===== config.mk =====
export PLATFORM = sky130hd
export DESIGN_NAME = rr_arbiter_flat
export DESIGN_NICKNAME = d
export VERILOG_FILES = /design/src/rtl/rr_arbiter_pkg.sv /design/src/rtl/rr_arbiter_if.sv /design/src/rtl/rr_arbiter_pick.sv /design/src/rtl/rr_arbiter.sv /design/src/flat_wrapper.sv
export SDC_FILE = /design/constraint.sdc
export NUM_CORES = 1
export LEC_CHECK = 0
export CORE_ASPECT_RATIO = 1.5
export CORE_MARGIN = 8
export CORE_UTILIZATION = 42
export DETAILED_ROUTE_END_ITERATION = 6
export DONT_BUFFER_PORTS = 1
export PLACE_DENSITY = 0.54
export SYNTH_ARGS = -nofsm -noshare
export SYNTH_HDL_FRONTEND = slang
export SYNTH_SLANG_ARGS = --single-unit

===== constraint.sdc =====
create_clock -name C -period 7.5 [get_ports C]
set_input_delay 2.25 -clock C [delete_from_list [all_inputs] [get_ports C]]
set_output_delay 2.25 -clock C [all_outputs]
set_load 0.03 [all_outputs]

===== src/rtl/rr_arbiter_pkg.sv =====
// Shared definitions for the round-robin arbiter: FSM encodings, counter width
// and a small wrap-around increment helper.
`ifndef RR_ARBITER_PKG_SV
`define RR_ARBITER_PKG_SV
package rr_arbiter_pkg;

  localparam logic [1:0] ST_IDLE  = 2'd0;
  localparam logic [1:0] ST_GRANT = 2'd1;
  localparam logic [1:0] ST_GAP   = 2'd2;

  typedef enum logic [1:0] {
    IDLE  = ST_IDLE,
    GRANT = ST_GRANT,
    GAP   = ST_GAP
  } state_t;

  // Hold counter is wide enough for the largest allowed HOLD_MAX (255).
  localparam int CNT_W = 8;

  // (v + 1) mod n for 0 <= v < n.
  function automatic int wrap_inc(input int v, input int n);
    return (v + 1 >= n) ? 0 : v + 1;
  endfunction

endpackage
`endif


===== src/rtl/rr_arbiter_if.sv =====
// Request/grant bundle between the requesters (master) and the arbiter (slave).
interface rr_arbiter_if #(
  parameter int N = 4
) ();

  logic [N-1:0]         req;
  logic                 done;
  logic [N-1:0]         gnt;
  logic                 busy;
  logic [$clog2(N)-1:0] owner;
  logic                 timeout;

  modport master (
    output req, done,
    input  gnt, busy, owner, timeout
  );

  modport slave (
    input  req, done,
    output gnt, busy, owner, timeout
  );

endinterface


===== src/rtl/rr_arbiter_pick.sv =====
// Rotating-priority selector: first asserted request at or above the pointer,
// wrapping from N-1 back to 0. Purely combinational.
module rr_pick
  import rr_arbiter_pkg::*;
#(
  parameter int N = 4
) (
  input  logic [N-1:0]         i_req,
  input  logic [$clog2(N)-1:0] i_ptr,
  output logic                 o_valid,
  output logic [$clog2(N)-1:0] o_index
);

  localparam int IW = $clog2(N);

  // Walk the N positions starting at the pointer and latch the first hit.
  always_comb begin
    int k;
    o_valid = 1'b0;
    o_index = '0;
    k       = int'(i_ptr);
    for (int i = 0; i < N; i++) begin
      if (!o_valid && i_req[IW'(k)]) begin
        o_valid = 1'b1;
        o_index = IW'(k);
      end
      k = wrap_inc(k, N);
    end
  end

endmodule


===== src/rtl/rr_arbiter.sv =====
// Round-robin arbiter with bounded hold time. One owner at a time; a grant ends
// on done, on the owner dropping its request, or when the hold limit is hit
// (forced release, flagged by a one-cycle timeout pulse). Every grant is
// followed by a single dead GAP cycle before requests are sampled again.
module rr_arbiter
  import rr_arbiter_pkg::*;
#(
  parameter int N        = 4,
  parameter int HOLD_MAX = 16
) (
  input  logic       C,
  input  logic       R,
  rr_arbiter_if.slave bus
);

  localparam int             IW      = $clog2(N);
  localparam logic [CNT_W-1:0] CNT_LIM = CNT_W'(HOLD_MAX - 1);

  state_t           r_state,   w_state_nxt;
  logic [N-1:0]     r_gnt,     w_gnt_nxt;
  logic             r_busy,    w_busy_nxt;
  logic [IW-1:0]    r_owner,   w_owner_nxt;
  logic             r_timeout, w_timeout_nxt;
  logic [IW-1:0]    r_ptr,     w_ptr_nxt;
  logic [CNT_W-1:0] r_cnt,     w_cnt_nxt;

  logic             w_valid;
  logic [IW-1:0]    w_idx;
  logic             w_own_req;
  logic             w_limit;
  logic             w_release;

  rr_pick #(.N(N)) u_pick (
    .i_req   (bus.req),
    .i_ptr   (r_ptr),
    .o_valid (w_valid),
    .o_index (w_idx)
  );

  assign w_own_req = bus.req[r_owner];
  assign w_limit   = (r_cnt == CNT_LIM);
  assign w_release = bus.done || !w_own_req || w_limit;

  // State register.
  always_ff @(posedge C or posedge R) begin
    if (R) r_state <= IDLE;
    else   r_state <= w_state_nxt;
  end

  // Next-state and next-output decode.
  always_comb begin
    w_state_nxt   = r_state;
    w_gnt_nxt     = r_gnt;
    w_busy_nxt    = r_busy;
    w_owner_nxt   = r_owner;
    w_timeout_nxt = 1'b0;
    w_ptr_nxt     = r_ptr;
    w_cnt_nxt     = r_cnt;
    unique case (r_state)
      IDLE: begin
        if (w_valid) begin
          w_state_nxt        = GRANT;
          w_gnt_nxt          = '0;
          w_gnt_nxt[w_idx]   = 1'b1;
          w_busy_nxt         = 1'b1;
          w_owner_nxt        = w_idx;
          w_ptr_nxt          = IW'(wrap_inc(int'(w_idx), N));
          w_cnt_nxt          = '0;
        end
      end
      GRANT: begin
        if (w_release) begin
          w_state_nxt   = GAP;
          w_gnt_nxt     = '0;
          w_busy_nxt    = 1'b0;
          // Only a pure limit release is a timeout; done wins a tie.
          w_timeout_nxt = w_limit && !bus.done && w_own_req;
        end else if (r_cnt != '1) begin
          w_cnt_nxt = r_cnt + 1'b1;
        end
      end
      GAP: begin
        w_state_nxt = IDLE;
        w_gnt_nxt   = '0;
        w_busy_nxt  = 1'b0;
      end
      default: begin
        w_state_nxt = IDLE;
        w_gnt_nxt   = '0;
        w_busy_nxt  = 1'b0;
      end
    endcase
  end

  // Registered outputs, rotation pointer and hold counter.
  always_ff @(posedge C or posedge R) begin
    if (R) begin
      r_gnt     <= '0;
      r_busy    <= 1'b0;
      r_owner   <= '0;
      r_timeout <= 1'b0;
      r_ptr     <= '0;
      r_cnt     <= '0;
    end else begin
      r_gnt     <= w_gnt_nxt;
      r_busy    <= w_busy_nxt;
      r_owner   <= w_owner_nxt;
      r_timeout <= w_timeout_nxt;
      r_ptr     <= w_ptr_nxt;
      r_cnt     <= w_cnt_nxt;
    end
  end

  assign bus.gnt     = r_gnt;
  assign bus.busy    = r_busy;
  assign bus.owner   = r_owner;
  assign bus.timeout = r_timeout;

endmodule


===== src/flat_wrapper.sv =====
// flat-port wrapper written by rule: the top's interface ports become plain ports
module rr_arbiter_flat import rr_arbiter_pkg::*;
#(
  parameter int N        = 4,
  parameter int HOLD_MAX = 16
)
  (C, R, bus_req, bus_done, bus_gnt, bus_busy, bus_owner, bus_timeout);
  rr_arbiter_if #(.N(N)) bus_i ();
  input  logic C;
  input  logic R;
  input wire logic [$bits(bus_i.req)-1:0] bus_req;
  input wire logic [$bits(bus_i.done)-1:0] bus_done;
  output wire logic [$bits(bus_i.gnt)-1:0] bus_gnt;
  output wire logic [$bits(bus_i.busy)-1:0] bus_busy;
  output wire logic [$bits(bus_i.owner)-1:0] bus_owner;
  output wire logic [$bits(bus_i.timeout)-1:0] bus_timeout;
  assign bus_i.req = bus_req;
  assign bus_i.done = bus_done;
  assign bus_gnt = bus_i.gnt;
  assign bus_busy = bus_i.busy;
  assign bus_owner = bus_i.owner;
  assign bus_timeout = bus_i.timeout;
  rr_arbiter #(.N(N), .HOLD_MAX(HOLD_MAX)) u_core (.C(C), .R(R), .bus(bus_i));
endmodule

==> results of run 1 <==
-- state kept, by name, indices dropped and copies added (netlist names) --
| name | count |
|---|---|
| u_core.r_cnt | 8 |
| u_core.bus.gnt | 4 |
| u_core.bus.timeout | 1 |
| u_core.r_state | 2 |
| u_core.bus.owner | 2 |
| u_core.r_ptr | 2 |
-- metal layers --
metal	routed length (microns)	up-vias
met5	0	-
met4	95	0
met3	103	8
met2	1550	16
met1	1180	471
li1	-	477
-- path summary, 6_finish.rpt --
check / slack, ns / endpoint / cells past startpoint / startpoint
worst max-delay path: 3.64 / u_core.r_ptr[0] / 8 / bus_req[2]
max in group asynchronous: 5.05 / u_core.r_state[1] / 1 / R
worst min-delay path: 0.49 / u_core.r_state[1] / 1 / u_core.r_state[1]
worst min register to register: 0.49 / u_core.r_state[1] / 1 / u_core.r_state[1]
worst max register to register: 3.95 / u_core.r_ptr[0] / 11 / u_core.r_ptr[0]
min in group asynchronous: 2.00 / u_core.bus.gnt[1] / 1 / R
-- kinds of logic after synthesis --
logic type	Yosys count	share of synthesized area, %
AOI/OAI and AO/OA	26	17.5
adders and majority gates	8	7.88
xor gates and xnor gates	5	3.21
buffers and inverters	11	3.94
and+or+nand+nor	47	20.7
muxes	12	11.9
DFF	19	34.8
-- per-stage QoR --
stage               area (sq um)  hold slack (ns)  setup slack (ns)  util (%)  power (uW)
global route                1450            0.515              3.46      46.4         792
finish                      1450            0.494              3.64      46.4         729
CTS                         1450            0.493              3.66      46.4         734
global placement            1400            0.484              3.42      44.9         660
detailed placement          1400            0.483              3.40      44.9         660
floorplan                   1370            0.435              3.52         -         574
-- synth_stat cells (all sizes together) --
cell,count
a211oi,1
a21o,1
a21oi,4
a221oi,1
a22o,4
a22oi,1
a311oi,1
a31oi,1
buf,1
dfrtp,19
fa,1
ha,7
inv,10
mux2,4
mux2i,6
mux4,2
nand2,7
nand2b,3
nand3,4
nand4,3
nor2,13
nor3,3
nor3b,2
nor4,3
nor4b,1
o21a,1
o21ai,5
o22ai,1
o2bb2ai,1
o31ai,1
o32a,1
o32ai,1
o41ai,1
or2,3
or3,3
or3b,1
or4,1
xnor2,5
-- power groups by stage --
| stage | Sequential, uW | Combinational [uW] | Clock (uW) |
|---|---|---|---|
| after detailed placement | 192 | 468 | 0 |
| final | 188 | 471 | 70.2 |
| after global placement | 192 | 468 | 0 |
| after floorplan | 179 | 394 | 0 |
| after CTS | 190 | 472 | 72.3 |
| after global routing | 193 | 521 | 77.5 |
-- final cells by class --
cell class | instances | area share, %
Clock inverter | 1 | 0.345
Clock buffer | 3 | 2.85
Tap cell | 40 | 3.45
Sequential cell | 19 | 32.8
Multi-Input combinational cell | 98 | 57.6
Inverter | 10 | 2.93
==> run_results.csv, run 1 <==
group,metric,value,unit
clock_network,worstSkewPairLatency,0.25,ns
grt,use_met1,12.1,%
floorplanning,io_pins,15,
grt,grt_pass1_wl,5.11,mm
cells_and_area,mostFrequentLayoutCell,"dfrtp_1",
timing,slew_violations,0,
grt,grt_max_degree,20,
power_and_ir_drop,p_comb_share,64.6,%
power_and_ir_drop,peakVddDrop,0.207,mV
power_and_ir_drop,p_clk_share,9.6,%
detailed_routing,drt-pass1-iter-count,4,
timing,rsz0062_at_grt,"no",
grt,antenna_found_initial,0,
timing,maxSlewHeadroom,52.4,%
clock_network,clockBufferDepth,2,
power_and_ir_drop,seqPwrFrac,25.8,%
cells_and_area,fillerInstances,307,
run_status,status,"finished, final reports clean",
setup_path,cp_max_fo,7,
timing,max_freq,259,MHz
setup_path,path_cells,"or3b_1 > a21oi_2 > or3_4 > nor2_1 > a21o_1 > ha_1 > or3_1 > o32ai_1",
grt,use_met3,2.48,%
power_and_ir_drop,cellPowerDensity,503,nW/um^2
place,numPortBuffers,0,
timing,period_share,51.5,%
floorplanning,core-area,3130,sq um
logic_synthesis,yosysTopAreaCell,"dfrtp_1",
cells_and_area,finalNetCount,147,
logic_synthesis,synth_top_area_share,34.8,%
logic_synthesis,syn_avg_cell_area,10.7,sq um
detailed_routing,vias,972,
place,gp_congestion,0.839,
cells_and_area,multiInputGateArea,836,sq um
cells_and_area,area_growth_syn_to_layout,6.23,%
clock_network,cts.sinks,19,
setup_path,path_delay_family,"simple AND/OR/NAND/NOR gates",
cells_and_area,layout.area.seq,475,sq um
setup_path,startpoint_type,"input port",
logic_synthesis,synthTopCellsByArea,"dfrtp_1 (35%), ha_1 (6.4%), mux2i_1 (3.7%)",
logic_synthesis,synth-seq-cells,19,
setup_path,criticalPathCategory,"input port to register",
cells_and_area,layout-drive-gt1-share,18.3,%
run,drv_cap,0,
setup_path,worst_setup_path_end_kind,"register",
clock_network,h-tree-depth,1,
logic_synthesis,syn_inst,128,
grt,grt.overflow.total,0,
logic_synthesis,syn-cell-area,1370,sq um
timing,finalSetupViolCount,0,
detailed_routing,routedWlPerCell,17.1,microns
grt,use_met2,21.7,%
floorplanning,die_area,5370,sq um
power_and_ir_drop,power.internal,367,uW
clock_network,cts_tree,"done",
grt,top_usage_layer,"met2",
setup_path,worstPathRequired,7.65,ns
logic_synthesis,synth-seq-area-share,34.8,%
timing,hold_violations,0,
logic_synthesis,synth_fp_nets,143,
setup_path,worstPathArrival,4.01,ns
logic_synthesis,synthDistinctLibCells,48,
place,dp.cells,167,
power_and_ir_drop,leakagePower,0.000615,uW
min_path,hold_class,"register to register",
grt,grtUsageTotal,11.7,%
cells_and_area,fin_cells,171,
timing,min_period,3.86,ns
clock_network,hold_buffers,0,
clock_network,path_clk_slew,0.07,ns
power_and_ir_drop,p_sw_share,49.7,%
setup_path,cpPeakStageDelay,0.34,ns
logic_synthesis,synth_warnings,0,
clock_network,cts_root_buf,"clkbuf_8",
detailed_routing,drc_errors,0,
cells_and_area,antennaDiodeCount,0,
clock_network,cts-resized-gates,0,
clock_network,cts_setup_buffers,0,
detailed_routing,drtIter0Drc,53,
detailed_routing,ant_nets,0,
floorplanning,die_y,85.8,microns
floorplanning,initial_utilization,43.6,%
floorplanning,die_width,62.6,microns
setup_path,critPathSlowestCell,"or3b_1",
grt,grt_pass1_vias,1072,
timing,tns,0,ns
detailed_routing,routed_wl,2.92,mm
floorplanning,placementRows,25,
cells_and_area,layout_common_cells,"dfrtp_1 (19), nor2_1 (12), inv_1 (8), nand2_1 (7), ha_1 (7)",
power_and_ir_drop,p_switching,362,uW
timing,fin_worst_skew,0.00225,ns
setup_path,critical_path_buf_inv_count,0,
detailed_routing,vias_per_cell,5.68,
clock_network,cts_buffers,3,
place,dpl.hpwl,2.28,mm
timing,worstMarginPinSlew,0.714,ns
(Power assumes the default switching activity.)
==> run 2: changes to the inputs <==
clock period = 3.8 ns   (was 7.5 ns; I/O delays follow)
==> run_results.csv, run 2 (same netlist as run 1, synthesis figures left out) <==
group,metric,value,unit
timing,period_share,91.6,%
setup_path,timing.rr.end,"u_core.r_ptr[0]",
place,numPortBuffers,0,
timing,maxSlewHeadroom,50.5,%
cells_and_area,finalNetCount,148,
clock_network,cts_root_buf,"clkbuf_8",
grt,antenna_found_initial,0,
run_status,status,"finished, final reports clean",
clock_network,h-tree-depth,1,
power_and_ir_drop,leakagePower,0.000618,uW
setup_path,reg2reg_from,"u_core.r_ptr[0]",
clock_network,cts_buffers,3,
place,gp_congestion,0.845,
power_and_ir_drop,p_sw_share,49.3,%
power_and_ir_drop,p_clk_share,9.4,%
cells_and_area,regMostFlops,"u_core.r_cnt",
detailed_routing,routed_wl,3.24,mm
timing,worstMarginPinSlew,0.742,ns
cells_and_area,antennaDiodeCount,0,
grt,use_met1,10.6,%
timing,rsz0062_at_grt,"no",
floorplanning,io_pins,15,
grt,grt_pass1_vias,1098,
detailed_routing,vias,998,
min_path,hp-start,"u_core.r_state[1]",
run,drv_cap,0,
grt,grt_pass1_wl,5.38,mm
min_path,hold_class,"register to register",
detailed_routing,vias_per_cell,5.80,
grt,use_met2,26.7,%
setup_path,worst_setup_path_end_kind,"register",
timing,max_freq,287,MHz
floorplanning,die_width,62.6,microns
timing,hold_violations,0,
cells_and_area,layout-drive-gt1-share,18.2,%
clock_network,clockBufferDepth,2,
floorplanning,initial_utilization,43.6,%
power_and_ir_drop,seqPwrFrac,25.7,%
place,dpl.hpwl,2.63,mm
setup_path,cp_max_fo,8,
detailed_routing,drtIter0Drc,34,
timing,min_period,3.48,ns
cells_and_area,layout_common_cells,"dfrtp_1 (19), nor2_1 (12), inv_1 (8), nand2_1 (7), ha_1 (7)",
clock_network,worstSkewPairLatency,0.25,ns
detailed_routing,drt-pass1-iter-count,4,
setup_path,worstPathArrival,3.62,ns
power_and_ir_drop,power.internal,734,uW
place,dp_slack,0.303,ns
cells_and_area,mostFrequentLayoutCell,"dfrtp_1",
timing,fin_worst_skew,0.00497,ns
detailed_routing,drc_errors,0,
setup_path,reg2reg_slack,0.32,ns
timing,slew_violations,0,
timing,worst_slack,0.321,ns
floorplanning,die_area,5370,sq um
timing,tns,0,ns
power_and_ir_drop,cellPowerDensity,994,nW/um^2
setup_path,worstPathRequired,3.94,ns
grt,grtUsageTotal,12.7,%
grt,use_met3,2.22,%
setup_path,reg2reg_depth,11,
cells_and_area,area_growth_syn_to_layout,6.69,%
floorplanning,die_y,85.8,microns
timing,finalSetupViolCount,0,
floorplanning,placementRows,25,
setup_path,startpoint_type,"register",
power_and_ir_drop,p_comb_share,64.8,%
clock_network,cts_tree,"done",
grt,grt.overflow.total,0,
detailed_routing,ant_nets,0,
clock_network,path_clk_slew,0.07,ns
floorplanning,core-area,3130,sq um
power_and_ir_drop,p_switching,714,uW
grt,grt_max_degree,20,
setup_path,criticalPathCategory,"register to register",
min_path,hold_path_end,"u_core.r_state[1]",
power_and_ir_drop,peakVddDrop,0.384,mV
cells_and_area,largest_reg_flops,8,
clock_network,cts-resized-gates,0,
detailed_routing,routedWlPerCell,18.9,microns
clock_network,cts.sinks,19,
setup_path,crit_start,"u_core.r_ptr[0]",
grt,top_usage_layer,"met2",
min_path,whs_path_depth,1,
clock_network,hold_buffers,0,
clock_network,cts_setup_buffers,0,
-- run 2: cell count changes in the layout (fill, tap and decap cells not counted) --
cell      change
clkinv_2      -1
clkbuf_1      +1
buf_4         +1
-- run 2: worst max-delay path by stage --
stage,to,slack [ns],cells past startpoint
after floorplan,u_core.r_ptr[0],0.60,11
after global placement,u_core.r_ptr[0],0.46,11
after detailed placement,u_core.r_ptr[0],0.30,11
after CTS,u_core.r_ptr[0],0.29,11
after global routing,u_core.r_ptr[0],0.13,11
final,u_core.r_ptr[0],0.32,11
-- run 2: per-layer routing --
layer  wire length (microns)  vias up
met2                    1930       11
met5                       0        -
met1                    1150      504
met4                      58        0
met3                     100        5
li1                        -      478
-- run 2: cell type report --
| cell class | instances | area (sq um) |
|---|---|---|
| timing repair buffer | 1 | 7.51 |
| sequential | 19 | 475 |
| tap | 40 | 50.0 |
| fill | 302 | 1670 |
| multi-input combinational | 98 | 836 |
| clock buffer | 4 | 45.0 |
| inverter | 10 | 42.5 |
-- run 2: power groups by stage --
stage                     logic, uW  clock network (uW)  registers [uW]
after CTS                       954                 143             375
after detailed placement        951                   0             380
after global placement          929                   0             377
after floorplan                 779                   0             354
final                           939                 136             373
after global routing           1020                 150             384
-- run 2: metrics by stage --
step | utilization, % | hold slack (ns) | area (sq um) | total power (uW) | std cells
floorplan | - | 0.435 | 1370 | 1130 | 128
global placement | 45.1 | 0.494 | 1410 | 1310 | 168
detailed placement | 45.1 | 0.496 | 1410 | 1330 | 168
CTS | 46.6 | 0.506 | 1460 | 1470 | 172
global route | 46.6 | 0.542 | 1460 | 1560 | 172
finish | 46.6 | 0.500 | 1460 | 1450 | 172
-- run 2: critical path: stages (launching register included) --
cell,delay [ns]
dfrtp_1,0.50
ha_1,0.30
nor2_4,0.22
inv_6,0.07
fa_1,0.51
nor4b_4,0.39
nor3b_4,0.11
a221oi_2,0.36
inv_2,0.08
ha_1,0.21
or3_1,0.35
o32ai_1,0.26
==> run 3: changes to the inputs <==
GPL_TIMING_DRIVEN = 0   (was default)
==> run_results.csv, run 3 (same netlist as run 1, synthesis figures left out) <==
group,metric,value,unit
run_status,status,"finished, final reports clean",
cells_and_area,fillerInstances,291,
grt,grt_pass1_wl,4.91,mm
run,drv_cap,0,
setup_path,worstPathArrival,3.72,ns
clock_network,hold_buffers,0,
grt,grt.overflow.total,0,
setup_path,critPathSlowestCell,"fa_1",
cells_and_area,largest_reg_flops,8,
timing,maxSlewHeadroom,49.8,%
clock_network,cts-resized-gates,0,
grt,grt_max_degree,20,
setup_path,path_cells,"ha_1 > nor2_4 > inv_6 > fa_1 > nor4b_4 > nor3b_4 > a221oi_2 > inv_2 > ha_1 > or3_1 > o32ai_1",
grt,top_usage_layer,"met2",
clock_network,cts.sinks,19,
clock_network,path_clk_slew,0.07,ns
cells_and_area,layout-drive-gt1-share,18.2,%
clock_network,cts_root_buf,"clkbuf_8",
floorplanning,core-area,3130,sq um
cells_and_area,multiInputGateArea,836,sq um
grt,use_met1,10.6,%
timing,fin_worst_skew,0.00171,ns
clock_network,worstSkewPairLatency,0.25,ns
timing,tns,0,ns
grt,use_met3,2.87,%
floorplanning,initial_utilization,43.6,%
grt,antenna_found_initial,0,
cells_and_area,layout.area.seq,475,sq um
setup_path,path_delay_family,"simple AND/OR/NAND/NOR gates",
timing,rsz0062_at_grt,"no",
detailed_routing,routed_wl,2.93,mm
setup_path,worstPathRequired,3.95,ns
setup_path,criticalPathCategory,"register to register",
clock_network,clockBufferDepth,2,
timing,max_freq,281,MHz
timing,period_share,93.8,%
cells_and_area,finalNetCount,148,
timing,min_period,3.56,ns
timing,slew_violations,0,
setup_path,cpPeakStageDelay,0.51,ns
setup_path,critPathMostFrequentCell,"ha_1",
place,dp_slack,0.228,ns
timing,finalSetupViolCount,0,
detailed_routing,drc_errors,0,
cells_and_area,area_growth_syn_to_layout,6.97,%
setup_path,critical_path_buf_inv_count,2,
detailed_routing,vias,994,
timing,worstMarginPinSlew,0.752,ns
cells_and_area,mostFrequentLayoutCell,"dfrtp_1",
place,dpl.hpwl,2.40,mm
power_and_ir_drop,leakagePower,0.000619,uW
grt,grtUsageTotal,11.5,%
setup_path,worst_setup_path_end_kind,"register",
grt,use_met2,21.8,%
timing,hold_violations,0,
floorplanning,io_pins,15,
detailed_routing,drtIter0Drc,37,
detailed_routing,ant_nets,0,
setup_path,startpoint_type,"register",
place,numPortBuffers,0,
setup_path,cp_max_fo,8,
floorplanning,die_y,85.8,microns
clock_network,cts_setup_buffers,0,
cells_and_area,layout_common_cells,"dfrtp_1 (19), nor2_1 (12), inv_1 (8), nand2_1 (7), ha_1 (7)",
cells_and_area,antennaDiodeCount,0,
detailed_routing,vias_per_cell,5.78,
detailed_routing,routedWlPerCell,17.0,microns
detailed_routing,drt-pass1-iter-count,4,
cells_and_area,regMostFlops,"u_core.r_cnt",
clock_network,h-tree-depth,1,
power_and_ir_drop,peakVddDrop,0.364,mV
power_and_ir_drop,cellPowerDensity,992,nW/um^2
clock_network,cts_buffers,3,
timing,worst_slack,0.235,ns
floorplanning,die_width,62.6,microns
grt,grt_pass1_vias,1049,
clock_network,cts_tree,"done",
floorplanning,placementRows,25,
place,gp_congestion,0.817,
min_path,hold_class,"register to register",
floorplanning,die_area,5370,sq um
[run 3: cell counts in the layout (fill, tap and decap cells not counted)]
No cell type changed its count.
[run 3: final cells by class]
cell class | instances | share of cell area, %
Buffer | 1 | 0.771
Clock buffer | 4 | 3.08
Inverter | 10 | 2.91
Multi-Input combinational cell | 98 | 57.2
Sequential cell | 19 | 32.6
Tap cell | 40 | 3.43
[run 3: per-stage QoR]
stage / power, uW / hold slack [ns] / std cells / area, sq um / utilization, %
final: 1450 / 0.479 / 172 / 1460 / 46.7
after global routing: 1560 / 0.503 / 172 / 1460 / 46.7
after CTS: 1470 / 0.477 / 172 / 1460 / 46.7
after detailed placement: 1320 / 0.467 / 168 / 1420 / 45.2
after global placement: 1300 / 0.463 / 168 / 1420 / 45.2
after floorplan: 1130 / 0.435 / 128 / 1370 / -
[run 3: worst paths after layout]
| kind | start | end | slack, ns | cells past startpoint |
|---|---|---|---|---|
| min reg2reg | u_core.r_state[1] | u_core.r_state[1] | 0.48 | 1 |
| min in group asynchronous | R | u_core.bus.gnt[1] | 0.90 | 1 |
| max | u_core.r_ptr[0] | u_core.r_ptr[0] | 0.24 | 11 |
| max in group asynchronous | R | u_core.r_state[1] | 2.42 | 1 |
| max reg2reg | u_core.r_ptr[0] | u_core.r_ptr[0] | 0.24 | 11 |
| min | u_core.r_state[1] | u_core.r_state[1] | 0.48 | 1 |
[run 3: metal layers]
metal | vias up | wire (microns)
li1 | 484 | -
met2 | 19 | 1650
met4 | 0 | 68
met1 | 482 | 1070
met3 | 9 | 138
met5 | - | 0
[run 3: power breakdown]
part | total, uW | switching [uW] | internal, uW
logic | 942 | 531 | 411
clock network | 139 | 64.5 | 74.5
registers | 367 | 113 | 254
